**src/rtl/norm32.sv**
```systemverilog
// norm32: sequential 32-bit normalizer. A five-stage binary search (16/8/4/2/1)
// shifts the operand left until bit 31 is set and reports the shift count.
module norm32 (
  input  logic        clk,
  input  logic        rst,
  input  logic        start,
  input  logic [31:0] d,
  output logic        busy,
  output logic        done,
  output logic [31:0] q,
  output logic [4:0]  s,
  output logic        z
);

  typedef enum logic {
    IDLE,
    SHIFT
  } state_t;

  state_t      state, state_next;
  logic [31:0] r, r_next;
  logic [4:0]  c, c_next;
  logic [2:0]  k, k_next;
  logic        busy_next, done_next, z_next;
  logic [31:0] q_next;
  logic [4:0]  s_next;

  // result of the current search stage, before the FSM decides what to keep
  logic [31:0] stage_r;
  logic [4:0]  stage_c;

  // State and datapath registers; everything clears on reset.
  always_ff @(posedge clk or posedge rst) begin
    if (rst) begin
      state <= IDLE;
      r     <= '0;
      c     <= '0;
      k     <= '0;
      busy  <= 1'b0;
      done  <= 1'b0;
      q     <= '0;
      s     <= '0;
      z     <= 1'b0;
    end else begin
      state <= state_next;
      r     <= r_next;
      c     <= c_next;
      k     <= k_next;
      busy  <= busy_next;
      done  <= done_next;
      q     <= q_next;
      s     <= s_next;
      z     <= z_next;
    end
  end

  // One binary-search stage: shift by w when the top w bits are all zero.
  always_comb begin
    stage_r = r;
    stage_c = c;
    case (k)
      3'd0: if (r[31:16] == '0) begin stage_r = {r[15:0], 16'b0}; stage_c = c + 5'd16; end
      3'd1: if (r[31:24] == '0) begin stage_r = {r[23:0], 8'b0};  stage_c = c + 5'd8;  end
      3'd2: if (r[31:28] == '0) begin stage_r = {r[27:0], 4'b0};  stage_c = c + 5'd4;  end
      3'd3: if (r[31:30] == '0) begin stage_r = {r[29:0], 2'b0};  stage_c = c + 5'd2;  end
      3'd4: if (r[31] == 1'b0)  begin stage_r = {r[30:0], 1'b0};  stage_c = c + 5'd1;  end
      default: ;
    endcase
  end

  // Next-state logic. On the final stage a pending start is taken immediately,
  // so back-to-back operations complete every five cycles.
  always_comb begin
    state_next = state;
    r_next     = r;
    c_next     = c;
    k_next     = k;
    busy_next  = busy;
    done_next  = 1'b0;
    q_next     = q;
    s_next     = s;
    z_next     = z;

    case (state)
      IDLE: begin
        if (start) begin
          state_next = SHIFT;
          r_next     = d;
          c_next     = '0;
          k_next     = '0;
          busy_next  = 1'b1;
        end
      end
      SHIFT: begin
        r_next = stage_r;
        c_next = stage_c;
        k_next = k + 3'd1;
        if (k == 3'd4) begin
          q_next    = stage_r;
          s_next    = stage_c;
          z_next    = (stage_r == '0);
          done_next = 1'b1;
          if (start) begin
            r_next = d;
            c_next = '0;
            k_next = '0;
          end else begin
            state_next = IDLE;
            busy_next  = 1'b0;
            k_next     = '0;
          end
        end
      end
      default: state_next = IDLE;
    endcase
  end

endmodule
```
**config.mk**
```make
export PLATFORM = sky130hd
export DESIGN_NAME = norm32
export DESIGN_NICKNAME = d
export VERILOG_FILES = /design/src/rtl/norm32.sv
export SDC_FILE = /design/constraint.sdc
export NUM_CORES = 1
export LEC_CHECK = 0
export CAP_MARGIN = 20
export CORE_ASPECT_RATIO = 2
export CORE_MARGIN = 3
export CORE_UTILIZATION = 55
export DETAILED_ROUTE_END_ITERATION = 16
export HOLD_SLACK_MARGIN = 0.12
export PLACE_DENSITY_LB_ADDON = 0.1
export SETUP_SLACK_MARGIN = 0.15
export SLEW_MARGIN = 40
export SYNTH_ARGS = -nofsm -noshare
export SYNTH_HDL_FRONTEND = slang
export SYNTH_SLANG_ARGS = --single-unit
```
**constraint.sdc**
```tcl
create_clock -name clk -period 4.17 [get_ports clk]
set_clock_uncertainty 0.2 [all_clocks]
set_input_delay 0.834 -clock clk [delete_from_list [all_inputs] [get_ports clk]]
set_output_delay 0.834 -clock clk [all_outputs]
set_load 0.03 [all_outputs]
```
==> summary.txt <==
Detailed routing
  • Total Routed Length: 19500 µm
  • Detailed-routing iteration count for the pre-antenna-repair pass: 6
  • Total number of vias: between 5k and 6k
  • Via density: between 7 and 8
  • Detailed router's first-iteration violation count: 693
  • Wire per inst: 25.7 µm
  • Residual DRC: 0
  • Detail Route Antenna Nets: 0

Synth
  • Share of flip-flops with an asynchronous set or reset after synthesis: between 90% and 100%
  • Cell area after synthesis: about 0.0053 mm²
  • Ys flop type: dfrtp_1
  • Adder-Cell Fraction of Synth Area: 1.89%
  • Largest family of logic cells by synthesized area: compound AO/OA/AOI/OAI gates
  • Gate Count Post-Synth: 606
  • Register bit total from synthesis: 81
  • Sequential fraction of the synthesis area: 38.2%
  • Post-synthesis compound-gate area fraction: 30.5%
  • Synth unique cells: 61
  • Number of synthesized flops with an enable pin: 0
  • Yosys warnings: 0
  • Mux contribution to synthesized area: under 10%
  • Nets in the synthesized netlist: ~650
  • Avg Inst Size Synth: approximately 8.8 µm²
  • Post-synthesis simple-gate area fraction: 14.7%
  • Xor-xnor portion of the synthesized cell area: 0.330%

CTS
  • Clock transition time at the flip-flop clock pins of the worst setup and hold paths: 0.07 ns
  • Cell chosen for the clock root: clkbuf_16
  • Number of hold-repair buffers added at the cts stage: 0
  • Number of gates resized after cts: 0
  • Later-pin clock latency in the skew report: approximately 0.35 ns
  • Postcts setup bufs: 0
  • Number of buffers created by CTS: 9
  • Clk sink count: 81
  • Clock tree from TritonCTS: yes
  • H-tree Lvls: 3
  • Bufs on Longest Clock Path: 2

Timing
  • Final setup violation count: 0
  • Part of the cycle the worst path needs: a little under nine tenths
  • Worst slew margin: 40.4%
  • Shortest period the worst path allows: 3.59 ns
  • Worst setup margin: 0.578 ns
  • Slew of the pin with the lowest slew margin: 0.894 ns
  • Unrepaired setup endpoints after global routing: false
  • Max frequency: 278 MHz
  • Post-route setup TNS: 0 ns
  • Final hold violation count: 0
  • Max-slew violation count: 0

Final layout
  • Final design area excluding fillers: roughly 0.0064 mm²
  • Layout cell share with drive strength beyond 1: between 10% and 20%
  • Net total in the final layout: 695
  • Flip-flop and latch area: 0.00203 mm²
  • Final cell utilization of the core: 68.7%
  • Multi-input gate area: between 0.003 and 0.004 mm²
  • Area overhead of the layout relative to synthesis: 21.5%
  • Number of fill cells: 787
  • N_diodes: 0

Worst setup path
  • Worst R2R Path Depth: 7
  • Worst setup SP type: flop
  • Maximum net fanout on the critical path: 13
  • Crit path max-delay cell type: or4_4
  • Required time of the critical path: 4.22 ns
  • Worst path cell trace: or4_4 > mux2_4 > a221o_1 > a221oi_2 > nand4_1 > or4_1 > o31ai_2
  • Crit path arrival time: approximately 3.7 ns
  • WS Path Type: reg -> reg
  • Critical path's largest stage delay: 0.74 ns
  • Kind of capture point of the worst setup path: flop

Die
  • Effective utilization at floorplan: 56.5%
  • Chip width: 75.4 µm
  • Area enclosed by the die boundary: 0.0109 mm²
  • Die height: about 140 µm
  • Core footprint: 0.00938 mm²
  • Number of placement rows: 50
  • IO Pins: 75

Global route
  • Global-route wire length before repair: 30100 µm
  • Global router's overall resource usage: 37.3%
  • Maximum number of pins on one net before global-route repair: 82
  • Vias in the first global route: 5511
  • Remaining Overflow, GRT: 0
  • Antenna violations before repair: 0

Min path
  • WHS Path Cells: 2
  • Hold WC Path Type: reg -> reg

Placement
  • Worst-case setup slack after placement: 0.661 ns
  • Estimated wirelength of the detail-placed design: 14000 µm
  • PortBufs: 74
  • Global placement routability congestion: approximately 1.0
  • Cell area reported after detailed placement: 0.00614 mm²

Power and ir drop
  • Power density over the cells: 930 mW/mm²
  • Leakage: 2.65 nW
  • Worst-case vdd ir drop: just under 600 µV

Run
  • Count of maximum capacitance violations: 0

Run status
  • Result of the run: completed
==> layout make-up <==
class                   instances  share of cell area, %
inverters                      14                  0.835
repair buffers                 98                   14.5
multi-input cells             448                   46.6
well taps                     104                   2.02
flip-flops and latches         81                   31.5
clock inverters                 5                  0.602
clock buffers                  11                   3.92
==> Yosys cell counts, types with 4 or more instances <==
cell,count,area [µm²]
nand4_1,8,50.1
nor4_1,7,43.8
buf_2,4,20.0
mux2i_1,11,110
nand2_1,80,300
a222oi_1,5,50.1
o21ai_0,61,305
nor3_1,4,20.0
a21oi_1,54,270
nor2_1,13,48.8
o211ai_1,5,37.5
mux2_2,29,327
clkbuf_1,54,203
and2_1,4,25.0
a22o_1,12,105
dfrtp_1,81,2030
inv_1,13,48.8
a21boi_0,4,30.0
o221ai_1,5,43.8
a221oi_1,16,140
nand3_1,12,60.1
nand2b_1,5,31.3
a221o_1,17,170
o22ai_1,32,200
ha_1,8,100
and3_1,4,25.0
==> stage by stage <==
step / cells / total power [mW] / hold WS [ns]
global placement: 742 / 5.00 / 0.260
detailed placement: 744 / 5.10 / 0.269
CTS: 760 / 5.89 / 0.282
finish: 761 / 5.99 / 0.278
floorplan: 606 / 3.76 / 0.311
global route: 761 / 6.32 / 0.297
==> worst max-delay path, delay by kind of cell, from the launching register on <==
kind            cells  cell delay, ns
compound gates      3            0.91
simple gates        3            1.47
flops               1            0.58
mux                 1            0.33
==> sequential cells by signal, summed over array words and instances, names as in the netlist <==
name	count
busy	1
q	32
state	1
k	3
c	5
done	1
s	5
r	32
z	1
==> logic make-up (layout without fill, tap and decap cells) <==
group                      Yosys count  count (layout)
buffers and inverters               77             128
and+or+nand+nor                    157             157
DFF                                 81              81
AOI/OAI and AO/OA                  240             240
xor gates and xnor gates             2               2
muxes                               41              41
adders and majority gates            8               8
==> cells in the final DEF, fill, tap and decap left out, types with 16 or more instances in the layout <==
master / instances
dfrtp_1: 81
nand2_1: 79
clkdlybuf4s50_1: 73
o21ai_0: 61
a21oi_1: 53
o22ai_1: 32
mux2_2: 29
buf_4: 20
a221o_1: 17
a221oi_1: 16
==> final timing paths <==
path / slack (ns) / to / start
worst max-delay path: 0.58 / z / r[31]
worst min-delay path: 0.28 / q[11] / q[11]
worst max register to register: 0.58 / z / r[31]
worst min register to register: 0.28 / q[11] / q[11]
max in group asynchronous: 2.73 / r[28] / rst
min in group asynchronous: 0.70 / q[6] / rst
==> where the power goes <==
group / leakage [nW] / total, mW / switching [mW] / internal, mW
registers: 1.02 / 1.75 / 0.604 / 1.15
logic: 1.50 / 3.46 / 2.13 / 1.32
clock network: 0.130 / 0.783 / 0.345 / 0.438
==> metal layers <==
| metal | GRT usage (%) | wire length [µm] | part of all wire [%] | up-vias |
|---|---|---|---|---|
| met2 | 60.7 | 9810 | 50 | 314 |
| met5 | 0 | 0 | 0 | - |
| met1 | 41.8 | 6650 | 34 | 2673 |
| met4 | 27.3 | 1640 | 8.4 | 0 |
| li1 | - | - | - | 2403 |
| met3 | 7.33 | 1430 | 7.3 | 106 |
(Power assumes the default switching activity.)
